<file path="src/rtl/mem_stage.sv">
// Memory-access stage: registers the EXE payload, aligns/extends load data from the
// synchronous data SRAM, selects the writeback value and drives the WB and forward buses.
module mem_stage #(
    parameter int ES_TO_MS_BUS_WD = 78,
    parameter int MS_TO_WS_BUS_WD = 70,
    parameter int MS_TO_DS_BUS_WD = 38
) (
    input  logic                       clk,
    input  logic                       reset,
    input  logic                       ws_allowin,
    output logic                       ms_allowin,
    input  logic                       es_to_ms_valid,
    input  logic [ES_TO_MS_BUS_WD-1:0] es_to_ms_bus,
    output logic                       ms_to_ws_valid,
    output logic [MS_TO_WS_BUS_WD-1:0] ms_to_ws_bus,
    output logic [MS_TO_DS_BUS_WD-1:0] ms_to_ds_forward_bus,
    output logic                       ms_to_ds_valid,
    input  logic [63:0]                mul_product,
    input  logic [31:0]                div_quotient,
    input  logic [31:0]                div_remainder,
    input  logic [31:0]                data_sram_rdata
);

    logic                       ms_valid;
    logic                       ms_ready_go;
    logic                       accept;
    logic [ES_TO_MS_BUS_WD-1:0] bus_r;

    logic        sext;
    logic [1:0]  size;
    logic [3:0]  mdop;
    logic        load;
    logic        gr_we;
    logic [4:0]  dest;
    logic [31:0] alu_res;
    logic [31:0] pc;

    logic        ld_hold_vld;
    logic [31:0] ld_hold_r;
    logic        ld_hold_set;
    logic [31:0] raw;
    logic [1:0]  addr_lo;
    logic [7:0]  byte_sel;
    logic [15:0] half_sel;
    logic [31:0] load_data;
    logic [31:0] final_result;
    logic        fwd_en;

    assign sext    = bus_r[77];
    assign size    = bus_r[76:75];
    assign mdop    = bus_r[74:71];
    assign load    = bus_r[70];
    assign gr_we   = bus_r[69];
    assign dest    = bus_r[68:64];
    assign alu_res = bus_r[63:32];
    assign pc      = bus_r[31:0];

    assign ms_ready_go    = 1'b1;
    assign ms_allowin     = !ms_valid || (ms_ready_go && ws_allowin);
    assign ms_to_ws_valid = ms_valid && ms_ready_go;
    assign ms_to_ds_valid = ms_valid;
    assign accept         = ms_allowin && es_to_ms_valid;

    always_ff @(posedge clk) begin
        if (reset) begin
            ms_valid <= 1'b0;
        end else if (ms_allowin) begin
            ms_valid <= es_to_ms_valid;
        end
    end

    always_ff @(posedge clk) begin
        if (accept) begin
            bus_r <= es_to_ms_bus;
        end
    end

    // The SRAM only presents read data for one cycle, so a stalled load keeps its own copy.
    assign ld_hold_set = ms_valid && load && !ws_allowin && !ld_hold_vld;

    always_ff @(posedge clk) begin
        if (reset) begin
            ld_hold_vld <= 1'b0;
        end else if (accept) begin
            ld_hold_vld <= 1'b0;
        end else if (ld_hold_set) begin
            ld_hold_vld <= 1'b1;
        end
    end

    always_ff @(posedge clk) begin
        if (ld_hold_set) begin
            ld_hold_r <= data_sram_rdata;
        end
    end

    assign raw     = ld_hold_vld ? ld_hold_r : data_sram_rdata;
    assign addr_lo = alu_res[1:0];

    always_comb begin
        byte_sel = raw[7:0];
        case (addr_lo)
            2'd0:    byte_sel = raw[7:0];
            2'd1:    byte_sel = raw[15:8];
            2'd2:    byte_sel = raw[23:16];
            default: byte_sel = raw[31:24];
        endcase
    end

    assign half_sel = addr_lo[1] ? raw[31:16] : raw[15:0];

    always_comb begin
        load_data = raw;
        if (size[0]) begin
            load_data = {{24{sext & byte_sel[7]}}, byte_sel};
        end else if (size[1]) begin
            load_data = {{16{sext & half_sel[15]}}, half_sel};
        end
    end

    always_comb begin
        final_result = alu_res;
        if (load) begin
            final_result = load_data;
        end else if (mdop[0]) begin
            final_result = mul_product[31:0];
        end else if (mdop[1]) begin
            final_result = mul_product[63:32];
        end else if (mdop[2]) begin
            final_result = div_quotient;
        end else if (mdop[3]) begin
            final_result = div_remainder;
        end
    end

    assign fwd_en = ms_valid && gr_we && (dest != 5'd0);

    assign ms_to_ws_bus         = {gr_we, dest, final_result, pc};
    assign ms_to_ds_forward_bus = {fwd_en, dest, final_result};

endmodule

</file>
<file path="config.mk">
export PLATFORM = sky130hd
export DESIGN_NAME = mem_stage
export DESIGN_NICKNAME = d
export VERILOG_FILES = /design/src/rtl/mem_stage.sv
export SDC_FILE = /design/constraint.sdc
export NUM_CORES = 1
export LEC_CHECK = 0
export ABC_AREA = 1
export CAP_MARGIN = 20
export CORE_MARGIN = 10
export CORE_UTILIZATION = 25
export CTS_CLUSTER_SIZE = 14
export DETAILED_ROUTE_END_ITERATION = 12
export SLEW_MARGIN = 0
export SYNTH_ARGS = -nofsm -noshare
export SYNTH_HDL_FRONTEND = slang
export SYNTH_SLANG_ARGS = --single-unit
</file>
<file path="constraint.sdc">
create_clock -name clk -period 6.45 [get_ports clk]
set_clock_uncertainty 0.15 [all_clocks]
set_input_delay 1.6125 -clock clk [delete_from_list [all_inputs] [get_ports clk]]
set_output_delay 1.6125 -clock clk [all_outputs]
set_load 0.02 [all_outputs]
</file>
==> summary by stage <==
STA
The slack of the critical path is 0.822 ns. The highest clock frequency the design can meet is 0.178 GHz. Final hold analysis gives a worst-case slack of 0.536 ns. The number of endpoints with negative hold slack in the final report is 0. Setup repair after global routing left no endpoint under its margin. The total negative setup slack is 0 ns. The smallest clock period supported by the final layout is computed as 5.63 ns.

Headroom to the max-slew limit came out at 0.346. Setup violations remaining at the end of the flow were counted as 0. For the pin with the worst max-slew slack, the measured transition is 0.979 ns.

In the finished design, the share of the clock period the worst path needs comes to 0.873. The total count of max-transition violations in the final report is 0.

Die
After floorplanning, the core was sized to cover 0.0279 sq mm. The die width is 188 um. 353 I/O pins were placed. The initial utilization of the core area, before any placement, comes to 0.254. The die boundary height is 188 um. The overall die area is 0.0354 sq mm. Row generation in the floorplan step produced 61 rows.

Critical path
Of all nets on the critical path, the largest fanout is 24. The critical path's largest stage delay is 0.66 ns. The register-to-register setup slack is 4.17 ns.

The cell occurring most often along the worst timing path is sky130_fd_sc_hd__nand2_1. The number of buffer and inverter stages on the critical path is 3. STA classifies the critical path endpoint as an output pin.

STA classifies the critical path startpoint as a primary input. On the critical path the largest part of the delay comes from buffers and inverters. The data required time of the critical path is 4.69 ns.

The signal on the critical path passes through clkdlybuf4s50_1 > nand2_1 > nand2_1 > o21ai_1 > inv_1 > nand3_4 > nand2_1 > nand2_1 > nand2_1 > clkdlybuf4s50_1. The slowest cell on the critical path is sky130_fd_sc_hd__clkdlybuf4s50_1. The critical path is of the primary input to output pin type. The endpoint arrival time on the critical path is 3.87 ns.

Logic synthesis
The synthesized net count is 1136. Of the synthesized area, sequential elements account for 0.472. The mean area per synthesized cell is 7.92 sq um. Summing every instance area after synthesis gives 0.00708 sq mm. Yosys attributes the largest share of cell area to sky130_fd_sc_hd__edfxtp_1 47%, sky130_fd_sc_hd__nand2_1 19%, sky130_fd_sc_hd__buf_4 8.2%. The async set-reset flop share out of synthesis is 0.

After technology mapping, the gate count stands at 894. The synthesized design contains 112 register bits. Counting flops with a built-in enable in the synthesized netlist gives 110. The leading register cell type out of synthesis is sky130_fd_sc_hd__edfxtp_1.

Yosys mapped the design onto 28 distinct sky130hd cell types. The cell taking the most area after synthesis is sky130_fd_sc_hd__edfxtp_1. Of the post-synthesis cell area, the dominant cell type holds 0.467. In the synthesized netlist, the cells that appear most often are 352 x sky130_fd_sc_hd__nand2_1, 110 x sky130_fd_sc_hd__edfxtp_1, 77 x sky130_fd_sc_hd__buf_4. The leading cell type by number of instances after synthesis is sky130_fd_sc_hd__nand2_1.

Yosys printed 0 warnings.

Pwr
The total power divided by cell area is 197 mW/mm^2. Across the VDD grid, the largest voltage drop is 0.137 mV. Summed over all cells, the static leakage comes to 4.41 nW.

Layout
After routing the design area is 0.0107 sq mm. The number of antenna diodes in the final layout is 0. The number of nets in the final layout is 1381. The synthesis-to-layout area growth is 50.7%. In the final layout, the share of cells above drive strength 1 is 0.0524. The finished layout holds 1522 standard cells, fillers aside.

Clock network
The setup fix buffers added after clock tree synthesis is 0. The clock net in this run drives a total of 112 sinks. Clock-pin slew was measured on the worst setup and hold paths at 0.09 ns.

CTS placed an instance of sky130_fd_sc_hd__clkbuf_16 at the clock tree root. The clock tree from TritonCTS is done. The later-pin clock latency in the skew report is 0.36 ns. CTS built an H-tree with a depth of 3. The longest clock path from root to sink contains 2 buffers. The number of resized instances in the post-cts repair step is 0. For this design, the CTS-stage hold fixing added 0 buffers. The number of buffers created by CTS is 9.

Global routing
The met1 demand-to-capacity share in global routing is 0.195. The number of global-route vias before repair is 7129. Entering global routing, the biggest net connects 60 pins. The number of antenna violations at the first check in global routing came to 0. The layer flagged by global routing as most heavily used is met2.

Across every metal layer, demand over resource in global routing totals 0.169. The met3 usage in global routing is 0.0598. The first-pass GRT wire length is 45.9 mm. For met2 alone, demand over resource in global routing was 0.291. The remaining global-route overflow is 0.

Placed design
After detailed placement, the total cell area comes to 0.0103 sq mm. The final weighted congestion of routability-driven global placement is 0.897. The post-place setup slack is 0.766 ns. Input and output buffers added on the ports amount to 352. The half-perimeter wire length after placement is 25.0 mm. The placed cell count is 1505.

Routing
The number of design rule violations left after detail routing is 0. In the final routed layout, each cell accounts on average for 20.5 um. Detailed routing inserted a total of 6820 vias. The count of nets left with antenna violations once routing finished came out at 0. The ratio of routed vias to standard cells is 4.48. The violation count after the first detailed-route iteration is 418. For this run, the detailed router's first-pass iteration total came to 5. Wires add up to 31.3 mm.

Worst hold path
The path class of the tightest hold or removal check is flop to flop.

Status
The run finished with clean final reports.

Flow run
The tool flagged a number of max-cap violations equal to 0.
==> logic make-up after synthesis <==
kind of cell | count (synthesis) | share of synthesized area
flip-flops | 112 | 0.472
buffers and inverters | 183 | 0.149
AND/OR/NAND/NOR | 458 | 0.269
AO/OA/AOI/OAI | 141 | 0.109
==> placed cells by master, fill, tap and decap left out, types with 3 or more instances in the layout <==
cell and instances:
sky130_fd_sc_hd__nand2_1 352, sky130_fd_sc_hd__nand3_1 61, sky130_fd_sc_hd__buf_4 10, sky130_fd_sc_hd__nor2_1 15, sky130_fd_sc_hd__o211ai_1 25, sky130_fd_sc_hd__clkbuf_16 9
sky130_fd_sc_hd__or2_2 4, sky130_fd_sc_hd__inv_1 47, sky130_fd_sc_hd__edfxtp_1 110, sky130_fd_sc_hd__o21ai_1 13, sky130_fd_sc_hd__inv_2 5, sky130_fd_sc_hd__o21ai_0 72
sky130_fd_sc_hd__clkdlybuf4s50_1 352, sky130_fd_sc_hd__nand2_2 14, sky130_fd_sc_hd__a21oi_1 28, sky130_fd_sc_hd__nand4_1 3
==> metal layers <==
layer	share of wire	routed length [um]	vias up
met5	0	0	-
met2	0.49	15400	276
met3	0.083	2590	28
li1	-	-	3352
met1	0.41	12700	3164
met4	0.019	608	0
==> cell type report <==
| type | instances | area, sq um |
|---|---|---|
| Clock buffer | 10 | 239 |
| Clock inverter | 6 | 82.6 |
| Fill cell | 2901 | 17200 |
| Inverter | 54 | 206 |
| Multi-Input combinational cell | 599 | 2690 |
| Sequential cell | 112 | 3340 |
| Tap cell | 378 | 473 |
| Timing Repair Buffer | 363 | 3630 |
==> final timing paths <==
path | startpoint | end | cells past startpoint
setup reg to reg | bus_r[70] | ld_hold_r[20] | 5
hold reg to reg | ms_to_ds_valid | ms_to_ds_valid | 2
hold / removal | ms_to_ds_valid | ms_to_ds_valid | 2
setup / recovery | data_sram_rdata[31] | ms_to_ds_forward_bus[10] | 10
==> per-stage QoR <==
stage | util | power (mW)
3_3_place_gp | 0.370 | 1.49
3_5_place_dp | 0.370 | 1.49
6_report | 0.383 | 2.10
4_1_cts | 0.382 | 2.13
5_1_grt | 0.383 | 2.20
2_1_floorplan | - | 1.19
==> sequential cells by signal, summed over array words and instances, names as in the netlist <==
name	count
bus_r	78
ld_hold_r	32
ld_hold_vld	1
ms_to_ds_valid	1
==> power by group <==
group | switching [mW] | internal [mW] | total (mW)
logic | 0.319 | 0.299 | 0.617
registers | 0.0171 | 0.840 | 0.857
clock network | 0.301 | 0.322 | 0.623
==> worst register-to-register path, cell delays in order, from the launching register on <==
cell                       delay, ns
sky130_fd_sc_hd__edfxtp_1       0.32
sky130_fd_sc_hd__buf_4          0.38
sky130_fd_sc_hd__inv_1          0.17
sky130_fd_sc_hd__buf_4          0.27
sky130_fd_sc_hd__nor3_2         0.18
sky130_fd_sc_hd__buf_4          0.42
Note: power is estimated with default switching activity, not from simulation.
